`src/rtl/spike_rate_encoder.sv`:
```
// Rate encoder: turns a frame of M unsigned intensities into M deterministic
// spike trains over N_STEPS timesteps using per-channel phase accumulators.
module spike_rate_encoder #(
    parameter int M       = 8,
    parameter int W       = 8,
    parameter int N_STEPS = 16
) (
    input  logic           clk,
    input  logic           reset,
    input  logic           in_valid,
    output logic           in_ready,
    input  logic [M*W-1:0] intensities,
    input  logic           step_en,
    output logic [M-1:0]   spikes_out,
    output logic           spike_valid,
    output logic [7:0]     step_idx,
    output logic           busy,
    output logic           frame_done
);

    typedef enum logic [0:0] {
        IDLE = 1'b0,
        RUN  = 1'b1
    } state_t;

    localparam logic [7:0] LAST_STEP = 8'(N_STEPS - 1);

    state_t         state_r;
    state_t         state_next_s;
    logic [M*W-1:0] frame_r;
    logic [W-1:0]   acc_r [M];
    logic [W:0]     sum_s [M];
    logic [M-1:0]   carry_s;
    logic [7:0]     cnt_r;
    logic           accept_s;
    logic           advance_s;
    logic           last_step_s;

    logic [M-1:0]   spikes_r;
    logic           spike_valid_r;
    logic [7:0]     step_idx_r;
    logic           frame_done_r;
    logic [M-1:0]   spikes_next_s;
    logic           spike_valid_next_s;
    logic [7:0]     step_idx_next_s;
    logic           frame_done_next_s;

    assign in_ready    = (state_r == IDLE);
    assign busy        = (state_r == RUN);
    assign spikes_out  = spikes_r;
    assign spike_valid = spike_valid_r;
    assign step_idx    = step_idx_r;
    assign frame_done  = frame_done_r;

    // Handshake qualifiers and per-channel accumulate; the carry out is the spike.
    always_comb begin
        accept_s    = (state_r == IDLE) && in_valid;
        advance_s   = (state_r == RUN) && step_en;
        last_step_s = advance_s && (cnt_r == LAST_STEP);
        for (int i = 0; i < M; i++) begin
            sum_s[i]   = {1'b0, acc_r[i]} + {1'b0, frame_r[i*W +: W]};
            carry_s[i] = sum_s[i][W];
        end
    end

    // State register.
    always_ff @(posedge clk) begin
        if (reset) begin
            state_r <= IDLE;
        end else begin
            state_r <= state_next_s;
        end
    end

    // Next-state logic: the final step hands straight back to IDLE so the
    // following frame can be taken in the same cycle as frame_done.
    always_comb begin
        state_next_s = state_r;
        case (state_r)
            IDLE: begin
                if (accept_s) begin
                    state_next_s = RUN;
                end else begin
                    state_next_s = IDLE;
                end
            end
            RUN: begin
                if (last_step_s) begin
                    state_next_s = IDLE;
                end else begin
                    state_next_s = RUN;
                end
            end
            default: state_next_s = IDLE;
        endcase
    end

    // Output next values; spikes are forced to zero on non-step cycles.
    always_comb begin
        spikes_next_s      = {M{1'b0}};
        spike_valid_next_s = 1'b0;
        frame_done_next_s  = 1'b0;
        step_idx_next_s    = step_idx_r;
        if (advance_s) begin
            spikes_next_s      = carry_s;
            spike_valid_next_s = 1'b1;
            frame_done_next_s  = last_step_s;
            step_idx_next_s    = cnt_r;
        end else begin
            spikes_next_s      = {M{1'b0}};
            spike_valid_next_s = 1'b0;
            frame_done_next_s  = 1'b0;
            step_idx_next_s    = step_idx_r;
        end
    end

    // Output registers.
    always_ff @(posedge clk) begin
        if (reset) begin
            spikes_r      <= {M{1'b0}};
            spike_valid_r <= 1'b0;
            frame_done_r  <= 1'b0;
            step_idx_r    <= 8'd0;
        end else begin
            spikes_r      <= spikes_next_s;
            spike_valid_r <= spike_valid_next_s;
            frame_done_r  <= frame_done_next_s;
            step_idx_r    <= step_idx_next_s;
        end
    end

    // Frame latch, phase accumulators and step counter.
    always_ff @(posedge clk) begin
        if (reset) begin
            frame_r <= {(M*W){1'b0}};
            cnt_r   <= 8'd0;
            for (int i = 0; i < M; i++) begin
                acc_r[i] <= {W{1'b0}};
            end
        end else if (accept_s) begin
            frame_r <= intensities;
            cnt_r   <= 8'd0;
            for (int i = 0; i < M; i++) begin
                acc_r[i] <= {W{1'b0}};
            end
        end else if (advance_s) begin
            cnt_r <= last_step_s ? 8'd0 : (cnt_r + 8'd1);
            for (int i = 0; i < M; i++) begin
                acc_r[i] <= sum_s[i][W-1:0];
            end
        end
    end

endmodule

```
`config.mk`:
```
export PLATFORM = sky130hd
export DESIGN_NAME = spike_rate_encoder
export DESIGN_NICKNAME = d
export VERILOG_FILES = /design/src/rtl/spike_rate_encoder.sv
export SDC_FILE = /design/constraint.sdc
export NUM_CORES = 1
export LEC_CHECK = 0
export ABC_AREA = 1
export ABC_CLOCK_PERIOD_IN_PS = 2900
export CAP_MARGIN = 20
export CORE_MARGIN = 2
export CORE_UTILIZATION = 56
export CTS_BUF_LIST = sky130_fd_sc_hd__clkbuf_16
export CTS_CLUSTER_SIZE = 24
export DETAILED_ROUTE_END_ITERATION = 12
export HOLD_SLACK_MARGIN = 0.02
export PLACE_DENSITY = 0.8
export SYNTH_ARGS = -nofsm -noshare
export SYNTH_HDL_FRONTEND = slang
export SYNTH_SLANG_ARGS = --single-unit
```
`constraint.sdc`:
```
create_clock -name clk -period 2.9 [get_ports clk]
set_clock_uncertainty 0.1 [all_clocks]
set_input_delay 0.87 -clock clk [delete_from_list [all_inputs] [get_ports clk]]
set_output_delay 0.87 -clock clk [all_outputs]
set_load 0.05 [all_outputs]
```
# After elaboration in Yosys (flattened, before gate mapping)
# Memory sizes are Yosys's and may differ from the RTL's.
# Cells that the tools add are included.
[word_totals]
elab_cells = 69
regBits = 91
output_inout_bits = 20
mem_count = 1
mem_bits_rw = 64
input_bits = 68
[classes]
n_reduce_logical = 5
muxes = 28
addsub = 9
bitwise_logic = 18
n_eq_ne = 1
[memory_table]
columns = ["name", "words", "word_bits", "rd", "rd_ports_with_merged_regs", "wr", "line", "source"]
rows = [
  ["acc_r", 8, 8, 8, 0, 8, "31", "logic [W-1:0] acc_r [M];"],
]
[ops]
columns = ["cell", "n"]
rows = [
  ["$mux W8", 17],
  ["$add A8 B8 Y9", 8],
  ["$or A1 B1 Y1", 16],
  ["$mux W1", 10],
  ["$add A8 B1 Y8 const B", 1],
  ["$eq A8 B4 Y1 const B", 1],
  ["$reduce_or A2 Y1", 2],
  ["$logic_and A1 B1 Y1", 3],
  ["$not A1 Y1", 2],
  ["$pmux W1 S2", 1],
]

# Longest topological paths before layout
[logic_depth]
word_depth = 7
mapped_depth = 11
mapped_depth_nobuf = 11

# Least setup slack after synthesis
# No wires, ideal clock.
[synth_timing]
path_type = "in2reg"
startpoint = "input port reset"
endpoint = "memory acc_r[1][2] (netlist: acc_r[0][10]), enable pin"
path_stages = 6
setup_time_ns = 0.381
n_path_buf = 2
path_slack_ns = 0.444
required_time_ns = 2.419
t_arrival_ns = 1.975
path_cell_list = "buf_4 > inv_1 > nand2_1 > inv_1 > buf_4 > nand2_1"
[synth_rtl]
columns = ["element", "line", "source"]
rows = [
  ["start, declared", "9", "input logic reset,"],
  ["end, declared", "31", ""],
]

# Final worst setup path
[layout_timing]
startpoint = "register state_r (netlist: busy)"
endpoint = "output port busy"
[layout_rtl]
columns = ["element", "line", "source"]
rows = [
  ["start, declared", "28", "state_t state_r;"],
  ["start signal, assigned", "71", "state_r <= state_next_s;"],
  ["end, declared", "17", "output logic busy,"],
]
# No word-level cell between the ends.

==> impl_results.md <==
* Status: finished clean
* Crit-path cells: clkdlybuf4s50_1
* Die ar. at 14500 um2
* Worst vdd ir at 454 uV
* Synthesized net count at 945
* CTS clk-pin slew, worst paths at 60 ps
* Power share of the combinational group at 13.2%
* R2r setup slk at 900 ps
* Cell taking the most area after synthesis: dfxtp_1
* First-pass GRT wire length at 25900 um
* Maximum clock path buffer count at 2
* Critical path buffers and inverters at 1
* Area Growth Syn to Fin at 21.6%
* M3 GR Usage at 5.99%
* Startpoint Class: flop
* RSZ-0062 raised after global routing: false
* Detail Route Antenna Nets at 0
* Multi-input logic area at 3490 um2
* Final cell count without fillers at 1091
* Layout cell share with drive strength beyond 1 at 6.46%
* CTS tree: done
* Syn Std Cell Area at 7590 um2
* Inserted Clock Buffers at 17
* H-tree lvl count at 4
* CP top delay family: buffers and inverters
* Slowest cell on the critical path: clkdlybuf4s50_1
* Post-synth EDFFs at 56
* CP arrival at 1730 ps
* Register area at 3660 um2
* Crit path launch: busy$_SDFF_PP0_
* Final hold vios at 0
* Sw Share at 24.1%
* Synth top area cells: dfxtp_1 (26%), edfxtp_1 (22%), ha_1 (11%), a22o_1 (7.2%), nand2_1 (6.3%)
* GP Congestion at 0.829
* Placed Instances at 1058
* Sw Pwr at 1.28 mW
* Syn Area/Cell at 9.44 um2
* FFs w/ async S/R, synth at 0%
* Setup bufs post-CTS at 0
* Core area at 13200 um2
* Gate count of the mapped netlist at 804
* Register area share after synthesis at 48.3%
* CTS Root Cell: clkbuf_16
* Clk Latency, worst-skew pair at 420 ps
* Synth Flop Type: dfxtp_1
* Dpl hpwl at 10400 um
* Total wire length at 15200 um
* Yosys reg bits at 155
* GR peak layer: met2
* Max Clk Rate at 371 MHz
* Routed WL per cell at 14.0 um
* Final period utilization at 93.0%
* IO buf count at 87
* Pin count of the biggest net entering global routing at 36
* Final instance area at 9220 um2
* Worst-path fanout max at 4
* Hold_buf cts at 0
* Io pins at 88
* Crit. End Element: output port
* Met1 track demand over resource at 28.3%
* YS warnings at 0
* Final min period at 2700 ps
* Placed inst area at 8650 um2
* Grt ovf at 0
* Via count at 5768
* Clock power share at 40.1%
* Leakage at 4.13 nW
* Initial Util at 57.3%
* Overall Global Routing Usage at 22.5%
* Part of the power in registers at 46.7%
* 1st-iter DRT viols at 324
* Setup Viol. Count Final at 0
* FF-to-FF Start: frame_r[56]$_SDFFE_PP0P_
* Die X at 120 um
* Hold Crit Class: reg2reg
* Worst Tran Pin Value at 504 ps
* Row cnt at 42
* Worst hold start: step_idx[4]$_SDFFE_PP0P_
* Nets@finish at 1042
* Share of the synthesized area in the top cell type at 26.1%
* Type of the worst setup path: reg2out
* Clock sink count at 155
* Vias per Instance at 5.29
* Initial antenna violation count at 1
* Setup TNS at 0 ps
* # Max-Cap Violations at 0
* CTS resizes at 0
* Netlist cell types at 41
* Final core utilization at 69.7%
* Worst Path Required at 1930 ps
* Fillers at 1061
* DRT Pass-1 Iters at 4
* Remaining DRCs at 0
* Slew HR at 66.3%
* Number of global-route vias before repair at 5686
* Final Slew Violations at 0
* Die H at 120 um
* M2 GR Usage at 36.8%
* Int Pwr at 4.04 mW
* Delay of the slowest critical-path stage at 860 ps
* Power per cell area at 577 nW/um2
-- state kept, by name, summed over array words and instances, names as in the netlist --
register     cells
step_idx         8
frame_r         64
spike_valid      1
busy             1
frame_done       1
acc_r           64
cnt_r            8
spikes_out       8
-- synthesized netlist by cell type, types with 2 or more instances --
master    number
a21boi_0       7
a21o_1         7
a21oi_1       76
a22o_1        62
and2_1         2
buf_2         15
buf_4          2
buf_6          4
dfxtp_1       99
edfxtp_1      56
fa_1           8
ha_1          65
inv_1         69
inv_2          4
nand2_1      128
nand2_4        3
nand3_1       43
nand3b_1       3
nand4_1        2
nor2_1        84
nor2_4         2
nor3_1         5
o21ai_0       37
or2_2          4
-- tightest hold or removal path: cells and delay by family (launching register included) --
kind	cells	cell delay [ps]
AOI/OAI and AO/OA	1	50
DFF	1	330
and+or+nand+nor	1	50
-- through the flow --
stage	power, mW	worst slack [ps]	hold WS, ps
floorplan	2.99	444	343
global placement	3.20	397	342
detailed placement	3.22	354	348
finish	5.32	204	359
global route	5.57	159	395
CTS	5.36	190	363
-- kinds of logic after synthesis --
family | share of synthesized area (%)
AND/OR/NAND/NOR | 16.6
AO/OA/AOI/OAI | 16.5
adder cells (fa/ha/maj) | 12.8
XOR/XNOR | 0.115
buffers and inverters | 5.72
flip-flops | 48.3
-- routing by layer --
| layer | routed length (um) | part of all wire, % |
|---|---|---|
| met1 | 7080 | 46 |
| met2 | 7230 | 47 |
| met4 | 310 | 2.0 |
| met5 | 0 | 0 |
| met3 | 611 | 4.0 |
-- power by group through the flow --
stage          clock network (mW)  logic (mW)  registers [mW]
2_1_floorplan                   0       0.469            2.52
3_3_place_gp                    0       0.676            2.53
3_5_place_dp                    0       0.694            2.53
4_1_cts                      2.17       0.704            2.49
5_1_grt                      2.27       0.793            2.50
6_report                     2.14       0.701            2.49
-- placed cells by master, fill, tap and decap left out, drive strengths merged, types with 3 or more instances in the layout --
| cell | n |
|---|---|
| buf | 14 |
| clkbuf | 17 |
| bufinv | 3 |
| fa | 8 |
| clkinv | 7 |
| a21o | 7 |
| a22o | 62 |
| clkdlybuf4s50 | 87 |
| ha | 65 |
| nor3 | 6 |
| dfxtp | 99 |
| inv | 78 |
| nand2 | 131 |
| a21boi | 7 |
| nand3 | 43 |
| nand4 | 3 |
| o21ai | 38 |
| a21oi | 77 |
| or2 | 7 |
| nand3b | 3 |
| edfxtp | 56 |
| nor2 | 88 |
-- cell type report --
cell class	instances	area share [%]
clock buffer	17	4.61
inverter	74	3.04
clock inverter	15	1.53
timing repair buffer	101	10.9
multi-input combinational	552	37.8
sequential	155	39.7
tap	176	2.39
antenna	1	0.0271
-- worst paths after layout --
path / endpoint / cells past startpoint
max reg2reg: acc_r[1][30]$_SDFFCE_PN0P_ / 11
min reg2reg: step_idx[4]$_SDFFE_PP0P_ / 2
min: step_idx[4]$_SDFFE_PP0P_ / 2
max: busy / 1
(Power assumes the default switching activity.)
==> edit (same settings) <==
Compare `cnt_r` against `LAST_STEP` with >= in place of ==.
--- a/src/rtl/spike_rate_encoder.sv
+++ b/src/rtl/spike_rate_encoder.sv
@@ -58,3 +58,3 @@
         advance_s   = (state_r == RUN) && step_en;
-        last_step_s = advance_s && (cnt_r == LAST_STEP);
+        last_step_s = advance_s && (cnt_r >= LAST_STEP);
         for (int i = 0; i < M; i++) begin
Check against the original RTL: same outputs for any inputs over 4 cycles, from zero or initial values and one cycle with reset high; that may be too few to reach the edited logic, so the function may still have changed.
==> edit against the unedited design <==
- power down 0.95%
- routed wire length grew 4.0%
- design area up 0.69%
- synthesized area increased by 0.81%
- cell count rose by 1.4%
- setup slack better by 0.067 ns
- sequential cell count did not move
- combinational power down 6.0%
- highest routed layer unchanged
==> edit: results (changes against the unedited design) <==
** Finish
- The number of diodes added for antenna fixing is 0 (was 1).
- The multi-input combinational cell count is 558 (was 552).
- Share of final layout cell area taken by clock buffers and inverters :: 6.30% (was 6.14%)
- The number of clock buffers in the layout came to 21 (was 17).
- The combined area of the multi-input logic cells came to 3480 um2 (was 3490 um2).
- The cell area after layout came to 9290 um2 (was 9220 um2).
- Non-clk buf share :: 10.9% (about the same)
- The sequential share of cell area was 39.4% (was 39.7%).
- Finished Layout Cells :: 1106 (was 1091)
- The share of layout cells above drive strength 1 is 5.59% (was 6.46%).

** Route
- The detailed-router iteration count before antenna repair was 7 (was 4).
- DRC violation total after the first TritonRoute iteration :: 515 (was 324)
- The met3 wire length is 806 um (was 611 um).
- The routed length on met2 is 7440 um (was 7230 um).
- The via total after detailed routing came to 6083 (was 5768).
- Met1 WL :: 7260 um (was 7080 um)

** Synth
- Count of different cell masters after synthesis :: 35 (was 41)
- The number of cells produced by synthesis is 821 (was 804).
- Post-synthesis compound-gate area fraction :: 17.0% (was 16.5%)
- The sequential area share after synthesis was 47.9% (was 48.3%).
- Cell types occupying the most area after synthesis :: dfxtp_1, edfxtp_1, ha_1 (unchanged)
- Most instantiated cells after synthesis :: nand2_1, dfxtp_1, a21oi_1, inv_1, ha_1 (was nand2_1, dfxtp_1, nor2_1, a21oi_1, inv_1)
- Adder and majority cell fraction of the synthesized area :: 12.7% (was 12.8%)
- The post-synthesis average cell area was 9.32 um2 (was 9.44 um2).
- The share of the synthesized netlist area taken by xor and xnor gates was 0.229% (was 0.115%).

** Place
- Instance area after placement :: 8700 um2 (was 8650 um2)
- Worst setup slack before clock tree synthesis :: 0.304 ns (was 0.354 ns)
- The detailed placer's ending HPWL is 10700 um (was 10400 um).
- Routability Congestion :: 0.833 (was 0.829)

** Worst setup path
- The maximum single-stage delay on the critical path was 0.83 ns (was 0.86 ns).
- Crit path arrival time :: 1.66 ns (was 1.73 ns)

** Pwr
- Cell internal power dissipation :: 3.95 mW (was 4.04 mW)
- Highest ir drop seen on vdd :: 0.000440 V (was 0.000454 V)
- The leakage power of the design is 4.18 nW (was 4.13 nW).

** GRT
- The maximum number of pins on one net before global-route repair came to 54 (was 36).
- The met3 track demand over resource is 5.03% (was 5.99%).
- The global routing met2 resource utilization is 38.5% (was 36.8%).
- Initial antenna violation count :: 0 (was 1)

** Status
- Run status :: completed (unchanged)

** STA
- Worst slew margin relative to its limit :: 62.1% (was 66.3%)
==> edit: changes by cell type in the layout (fill, tap and decap cells not counted), moves of 6 or more <==
cell / unedited run / this run
o21ai_1: 0 / 11
nand3_1: 43 / 37
o21ai_0: 37 / 27
a31oi_1: 1 / 11
nand2_1: 128 / 147
nor3_1: 5 / 13
nor2_1: 84 / 59
a21oi_1: 76 / 84
inv_1: 73 / 82
a21o_1: 7 / 1
==> edit: final timing paths <==
check,start,end,slack [ns],cells after the start
max,busy,busy,0.27,1
min,step_idx[2],step_idx[2],0.36,2
max reg2reg,acc_r[0][16],acc_r[0][22],1.02,7
min reg2reg,step_idx[2],step_idx[2],0.36,2
==> edit: power by group through the flow <==
stage               combinational (mW)  clock, mW  sequential, mW
global route                     0.740       2.29            2.46
CTS                              0.657       2.20            2.45
global placement                 0.630          0            2.49
finish                           0.659       2.16            2.45
floorplan                        0.435          0            2.48
detailed placement               0.646          0            2.50
